File: src/rtl/cv32e40px_rf_wb_arbiter.sv
// Register-file write port B arbiter: the LSU writes combinationally with absolute priority,
// and X-interface results are buffered and issued as single, pair, or split dual writes.
module cv32e40px_rf_wb_arbiter #(
  parameter int unsigned ADDR_WIDTH  = 6,
  parameter int unsigned DATA_WIDTH  = 32,
  parameter int unsigned X_DUALWRITE = 0,
  parameter int unsigned DEPTH       = 2
) (
  input  logic                                  clk,
  input  logic                                  rst_n,
  input  logic                                  lsu_we_i,
  input  logic [ADDR_WIDTH-1:0]                 lsu_waddr_i,
  input  logic [DATA_WIDTH-1:0]                 lsu_wdata_i,
  input  logic                                  x_result_valid_i,
  output logic                                  x_result_ready_o,
  input  logic [ADDR_WIDTH-1:0]                 x_result_rd_i,
  input  logic                                  x_result_we_i,
  input  logic                                  x_result_dualwrite_i,
  input  logic [2*DATA_WIDTH-1:0]               x_result_data_i,
  output logic [ADDR_WIDTH-1:0]                 waddr_b_o,
  output logic [(X_DUALWRITE+1)*DATA_WIDTH-1:0] wdata_b_o,
  output logic [X_DUALWRITE:0]                  we_b_o,
  output logic                                  pending_o,
  output logic                                  err_o
);

  localparam int unsigned PTR_W = (DEPTH > 1) ? $clog2(DEPTH) : 1;
  localparam int unsigned CNT_W = $clog2(DEPTH + 1);
  localparam logic [0:0] ISSUE  = 1'b0;
  localparam logic [0:0] SECOND = 1'b1;
  localparam logic [ADDR_WIDTH-2:0] LOW_MAX = '1;
  localparam logic [ADDR_WIDTH-2:0] LOW_ONE = {{(ADDR_WIDTH-2){1'b0}}, 1'b1};

  logic [PTR_W-1:0]        wptr_q, wptr_d, rptr_q, rptr_d;
  logic [CNT_W-1:0]        count_q, count_d;
  logic [0:0]              state_q, state_d;
  logic [ADDR_WIDTH-1:0]   rd_q   [DEPTH];
  logic [ADDR_WIDTH-1:0]   rd_d   [DEPTH];
  logic [2*DATA_WIDTH-1:0] data_q [DEPTH];
  logic [2*DATA_WIDTH-1:0] data_d [DEPTH];
  logic [DEPTH-1:0]        dual_q, dual_d;

  logic                    push, pop;
  logic [ADDR_WIDTH-1:0]   head_rd;
  logic [2*DATA_WIDTH-1:0] head_data;
  logic                    head_dual;
  logic [ADDR_WIDTH-2:0]   head_low_inc;

  function automatic logic [PTR_W-1:0] ptr_inc(input logic [PTR_W-1:0] p);
    return (p == PTR_W'(DEPTH - 1)) ? '0 : p + 1'b1;
  endfunction

  assign x_result_ready_o = (count_q != CNT_W'(DEPTH));
  assign pending_o        = (count_q != '0) | (state_q == SECOND);
  assign push             = x_result_valid_i & x_result_ready_o & x_result_we_i;

  assign head_rd      = rd_q[rptr_q];
  assign head_data    = data_q[rptr_q];
  assign head_dual    = dual_q[rptr_q];
  assign head_low_inc = head_rd[ADDR_WIDTH-2:0] + LOW_ONE;

  // Issue selection; the LSU is gated by reset so outputs are zero while in reset.
  always_comb begin
    we_b_o    = '0;
    waddr_b_o = '0;
    wdata_b_o = '0;
    err_o     = 1'b0;
    pop       = 1'b0;
    state_d   = state_q;
    if (lsu_we_i && rst_n) begin
      we_b_o[0]                  = 1'b1;
      waddr_b_o                  = lsu_waddr_i;
      wdata_b_o[DATA_WIDTH-1:0]  = lsu_wdata_i;
    end else if (count_q != '0) begin
      we_b_o[0] = 1'b1;
      if (state_q == SECOND) begin
        waddr_b_o                 = {head_rd[ADDR_WIDTH-1], head_low_inc};
        wdata_b_o[DATA_WIDTH-1:0] = head_data[2*DATA_WIDTH-1:DATA_WIDTH];
        pop                       = 1'b1;
        state_d                   = ISSUE;
      end else begin
        waddr_b_o                 = head_rd;
        wdata_b_o[DATA_WIDTH-1:0] = head_data[DATA_WIDTH-1:0];
        if (!head_dual) begin
          pop = 1'b1;
        end else if (head_rd[ADDR_WIDTH-2:0] == LOW_MAX) begin
          pop   = 1'b1;
          err_o = 1'b1;
        end else if ((X_DUALWRITE != 0) && !head_rd[0]) begin
          we_b_o = '1;
          wdata_b_o[(X_DUALWRITE+1)*DATA_WIDTH-1 -: DATA_WIDTH] =
            head_data[2*DATA_WIDTH-1:DATA_WIDTH];
          pop = 1'b1;
        end else begin
          state_d = SECOND;
        end
      end
    end
  end

  always_comb begin
    rd_d   = rd_q;
    data_d = data_q;
    dual_d = dual_q;
    wptr_d = wptr_q;
    rptr_d = rptr_q;
    count_d = count_q;
    if (push) begin
      rd_d[wptr_q]   = x_result_rd_i;
      data_d[wptr_q] = x_result_data_i;
      dual_d[wptr_q] = x_result_dualwrite_i;
      wptr_d         = ptr_inc(wptr_q);
    end
    if (pop) begin
      rptr_d = ptr_inc(rptr_q);
    end
    if (push && !pop) begin
      count_d = count_q + 1'b1;
    end else if (pop && !push) begin
      count_d = count_q - 1'b1;
    end
  end

  always_ff @(posedge clk or negedge rst_n) begin
    if (!rst_n) begin
      wptr_q  <= '0;
      rptr_q  <= '0;
      count_q <= '0;
      state_q <= ISSUE;
      dual_q  <= '0;
      for (int i = 0; i < DEPTH; i++) begin
        rd_q[i]   <= '0;
        data_q[i] <= '0;
      end
    end else begin
      wptr_q  <= wptr_d;
      rptr_q  <= rptr_d;
      count_q <= count_d;
      state_q <= state_d;
      dual_q  <= dual_d;
      rd_q    <= rd_d;
      data_q  <= data_d;
    end
  end

endmodule

File: config.mk
export PLATFORM = sky130hd
export DESIGN_NAME = cv32e40px_rf_wb_arbiter
export DESIGN_NICKNAME = d
export VERILOG_FILES = /design/src/rtl/cv32e40px_rf_wb_arbiter.sv
export SDC_FILE = /design/constraint.sdc
export NUM_CORES = 1
export LEC_CHECK = 0
export CORE_ASPECT_RATIO = 0.75
export CORE_MARGIN = 8
export CORE_UTILIZATION = 40
export CTS_CLUSTER_DIAMETER = 100
export DETAILED_ROUTE_END_ITERATION = 6
export GPL_TIMING_DRIVEN = 0
export MAX_ROUTING_LAYER = met4
export PLACE_DENSITY_LB_ADDON = 0.1
export SYNTH_ARGS = -nofsm -noshare
export SYNTH_HDL_FRONTEND = slang
export SYNTH_SLANG_ARGS = --single-unit
File: constraint.sdc
create_clock -name clk -period 2.4 [get_ports clk]
set_clock_uncertainty 0.2 [all_clocks]
set_input_delay 0.36 -clock clk [delete_from_list [all_inputs] [get_ports clk]]
set_output_delay 0.36 -clock clk [all_outputs]
set_load 0.02 [all_outputs]
### Yosys cells after proc, flatten, opt, wreduce, memory -nomap -nowiden

Index checks and enable logic that the tools add are counted.

| storage, ports and cells | value |
|---|---|
| bits in registers | 147 |
| bits in latches | 0 |
| memory bits (writable) | 0 |
| bits in read-only memories | 0 |
| input port bits | 114 |
| output and inout bits | 42 |
| word-level logic and storage cells | 79 |
| memories kept | 0 |

| operators by class | value |
|---|---|
| $add $sub $neg | 5 |
| multiply operators | 0 |
| divide/modulo/power cells | 0 |
| order comparisons | 6 |
| equality and inequality tests | 2 |
| shifts and indexed selects | 0 |
| muxes and demuxes | 41 |
| bitwise operators | 6 |
| reductions and logical operators | 10 |

Operators with widths:

| cell | count |
|---|---|
| two-way mux 64 bit | 4 |
| bitwise mux 128 bit | 1 |
| two-way mux 32 bit | 3 |
| demux 64 bit (select 1 bit) | 1 |
| two-way mux 6 bit | 6 |
| two-way mux 1 bit | 19 |
| bitwise mux 12 bit | 1 |
| demux 6 bit (select 1 bit) | 1 |
| adder 5 x 1 -> 5 bit (second input constant) | 1 |
| equality test 5 bit (second input constant) | 1 |
| logical AND 1 bit | 5 |
| two-way mux 5 bit | 1 |
| greater-or-equal comparator 2 bit (second input constant) | 2 |
| less-than comparator 1 x 2 -> 1 bit (second input constant) | 2 |
| two-way mux 2 bit | 2 |
| NOT 1 -> 2 bit | 2 |
| nonzero test 2 bit | 2 |
| adder 1 bit (second input constant) | 2 |
| adder 2 x 1 -> 2 bit (second input constant) | 1 |
| bitwise AND 1 bit | 2 |
| bitwise mux 2 bit | 1 |
| zero test 1 bit | 2 |
| less-than comparator 2 x 1 -> 1 bit (second input constant) | 1 |
| inequality test 2 bit (second input constant) | 1 |
| 6 further kinds | 6 |

### Logic depth before layout (Yosys ltp)

Gate-level depths: netlist of run 1.

| logic depth | value |
|---|---|
| depth after elaboration | 13 |
| gate-level depth with buffers | 11 |
| mapped depth without buffers | 9 |

### Worst setup path before layout of run 1

Ideal clock, no wire load.

| path | value |
|---|---|
| path kind | register to output |
| start point | register rptr_q |
| end point | output waddr_b_o[4] |
| arrival | 2234 ps |
| required time | 1840 ps |
| slack | -394 ps |
| cell stages (with the launch flop) | 9 |
| path buffers | 2 |
| cells stage by stage | dfrtp_1 clkbuf_1 buf_2 mux2_2 ha_1 nor3b_1 ha_1 mux2i_1 o21ai_0 |

| on the way | value |
|---|---|
| word-level cells in the longest chain between the ends | 8 |

Ends and longest elaborated chain:

| what | RTL line | text |
|---|---|---|
| from (decl) | 34 | `logic [PTR_W-1:0] wptr_q, wptr_d, rptr_q, rptr_d;` |
| from (signal assigned) | 137 | `rptr_q <= rptr_d;` |
| NOT 1 -> 2 bit (not written as such) (*) | 57 | `assign head_rd = rd_q[rptr_q];` |
| two-way mux 6 bit (not written as such) (*) (3 in series) | 57 |  |
| adder 5 x 1 -> 5 bit | 60 | `assign head_low_inc = head_rd[ADDR_WIDTH-2:0] + LOW_ONE;` |
| two-way mux 5 bit (*) | 76 | `if (state_q == SECOND) begin` |
| two-way mux 6 bit (*) | 74 | `end else if (count_q != '0) begin` |
| two-way mux 6 bit (*) | 70 | `if (lsu_we_i && rst_n) begin` |
| to (decl) | 20 | `output logic [ADDR_WIDTH-1:0] waddr_b_o,` |

Mark *: on every way between the ends. The rest lies on a longest branch, timed or not. The select of a mux whose other input is x is not followed.

### Final worst setup path of run 1

Ends and elaborated chain as after synthesis.

==> results of run 1 <==
-- kinds of logic (layout without fill, tap and decap cells) --
family | count (synthesis) | in the layout | share of synthesized area, %
mux | 183 | 183 | 36.9
fa+ha+maj | 3 | 3 | 0.518
simple gates | 26 | 26 | 2.07
xor+xnor | 7 | 7 | 0.846
other cells | 0 | 1 | 0
buf+inv | 35 | 243 | 4.01
flops | 147 | 147 | 50.8
compound gates | 44 | 44 | 4.82
-- stage by stage --
stage          util [%]  setup TNS [ns]
2_1_floorplan         -         -0.0236
3_3_place_gp       51.6        -1032.80
3_5_place_dp       51.8          -46.06
4_1_cts            56.7          -11.81
5_1_grt            57.5          -15.56
6_report           57.5          -12.31
-- worst register-to-register path, stage by stage, from the launching register on --
cell and delay (ns):
dfrtp_1 0.38, buf_8 0.14, buf_12 0.12, mux2_4 0.31
ha_4 0.17, nor3b_4 0.15, ha_4 0.17, buf_6 0.12
o31ai_4 0.28, ha_4 0.17, xor2_1 0.16, nor2_2 0.05
xor2_1 0.13
-- cell usage in the layout, fill, tap and decap left out, drive strengths merged, types with 4 or more instances in the layout --
cell / instances
dfrtp: 147
a22o: 33
clkbuf: 30
mux2i: 6
buf: 83
clkinv: 4
o21ai: 8
mux2: 145
nor2: 5
xnor2: 4
nand2: 11
clkdlybuf4s50: 114
mux4: 32
inv: 9
-- what timing repair did --
| item | 4_1_cts | 5_1_grt |
|---|---|---|
| gates cloned | 1 | 0 |
| pin swaps | 13 | 23 |
| buffers inserted | 14 | 9 |
| setup endpoints to repair | 42 | 44 |
| gates resized for setup | 225 | 83 |
| hold endpoints to repair | 67 | 67 |
-- worst min path at each step --
stage	from	endpoint	slack, ns	cells after the start
2_1_floorplan	rst_n	count_q[0]	-0.14	0
3_3_place_gp	rd_q[4]	rd_q[4]	0.28	1
3_5_place_dp	rst_n	rd_q[6]	0.21	1
4_1_cts	rst_n	rd_q[6]	-0.36	1
5_1_grt	rst_n	rd_q[8]	-0.36	1
6_report	rst_n	rd_q[7]	-0.37	1
-- area by class of cell --
class                      instances  area [µm²]
fill                            1477        7530
antenna                            1        2.50
multi-input combinational        263        3400
clock inverter                    14         121
timing repair buffer             178        1840
clock buffer                      18         429
buffer                            32         398
inverter                           1        3.75
tap                              242         303
sequential                       147        3680
-- flip-flops by register name, summed over array words and instances, names as in the netlist --
name,cells
wptr_q,1
rptr_q,1
state_q,1
count_q,2
data_q,128
rd_q,12
dual_q,2
-- power by group through the flow --
stage	Sequential (µW)	Combinational (µW)	Clock (µW)
finish	4450	7100	2490
global route	4610	7610	2660
CTS	4440	6830	2570
detailed placement	4430	6380	0
global placement	4380	6300	0
floorplan	4210	4560	0
-- layer usage --
metal	share of wire [%]	vias to the layer above
li1	-	2065
met1	45	2353
met2	48	113
met3	5.6	12
met4	0.84	0
met5	0	-
==> impl_metrics.ini, run 1 <==
[outcome]
status = finished, violations left
violations = negative hold slack, negative setup slack

[yosys]
synth_commonest_cells = dfrtp_1 (147), mux2_2 (75), mux2_4 (70)
netlist_instances = 445
syn_area_per_cell_um2 = 16.3
syn_nets = 562
yosys_warnings = 0
yosysMostFrequentCell = dfrtp_1
synth-seq-cells = 147
yosysSeqAreaShare_pct = 50.8
synth_area_leaders = dfrtp_1 (51%), mux2_4 (15%), mux2_2 (12%)
async_reset_ff_share_pct = 100
synth_top_area_share_pct = 50.8
synth_top_cell_by_area = dfrtp_1
ys_types = 32
synth_edf_count = 0
synth_flop_cell = dfrtp_1
syn_area_mm2 = 0.00724

[finish]
fin_cells = 896
area_growth_pct = 40.5
design_area_mm2 = 0.0102
final_nets = 757
drive_above_1_share_pct = 49.8

[place]
place_area_mm2 = 0.00917
dp.cells = 843
dp_hpwl_um = 12700
gp_congestion = 0.768
port_buffers = 155
dp_slack_ns = -1.37

[worst_setup_path]
crit_path_start_kind = flop
r2r_start = rptr_q
path_cells = buf_8, buf_12, mux2_4, ha_4, nor3b_4, ha_4, mux2i_2, o21ai_2, buf_6
critical_path_class = flop to primary output
worstReg2RegEnd = count_q[1]
max_stage_delay_ns = 0.38
cp_num_buf_inv = 3
end_kind = primary output
cpLargestDelayFamily = multiplexers
crit_slowest_cell = dfrtp_1
required_ns = 1.84
cp-startpoint = rptr_q
cp.depth = 9
reg2reg_depth = 12
critical_path_arrival_ns = 2.29
crit_path_end = waddr_b_o[4]
rrSetupSlack_ns = -0.26
crit_path_max_fanout = 6
crit_top_cell = ha_4

[global_route]
grt_pass1_wl_um = 29600
grt_use_total_pct = 17.4
grt_pass1_vias = 5345
gr-usage-met1_pct = 21.5
grt_overflow_total = 0
grt_max_degree = 81
gr-max-usage-layer = met2
use_met2_pct = 27.9
use_met3_pct = 4.55
antenna_found_initial = 1

[sta]
setup_viol = 40
min_period_over_period_pct = 119
tightest_slew_ns = 0.517
timing.fmax_mhz = 351
relSlewSlack_pct = 64.6
hold_viol = 69
rsz0062_at_grt = true
slew_viol_final = 0
fin_crit_ns = 2.85
hold_slack_ns = -0.372
fin_ws_ns = -0.448

[clocking]
cts_tree = built
cts_made_buffers = 17
clockBufferDepth = 2
clk_pin_slew_ns = 0.06
clock_latency_ns = 0.42
root_buffer = clkbuf_16
cts_sinks = 147
htreeDepth = 4

[pwr]
swShare_pct = 32.4
comb_power_share_pct = 50.6
power.internal_uw = 9480
p_clk_share_pct = 17.7
power.share.sequential_pct = 31.7
p_leak_uw = 0.00438
cellPowerDensity_mw_per_mm2 = 1380
ir_worst_vdd_v = 0.000529
p_sw_uw = 4560
power_uw = 14000

[drt]
firstDrtPassIters = 4
wl_per_cell_um = 20.5
routed_wirelength_um = 18400
num_vias = 4543
drt_iter0_drc = 151
ant_nets = 0
drc = 0
vias_per_cell = 5.07

[run]
max_cap_viol_count = 0

[hold_path]
hp-class = input pin to async pin

[floorplan]
dieArea_mm2 = 0.0227
start_util_pct = 40.9
chipWidth_um = 171
io_pins = 156
die_height_um = 133
coreArea_mm2 = 0.0177
rows = 42
No activity file was read; power rests on OpenSTA's default activity.
==> run 2: changes to the inputs <==
- ABC_CLOCK_PERIOD_IN_PS: not set -> 2400
==> results of run 2 <==
The final DEF is identical to that of run 1; final timing and power are the same.
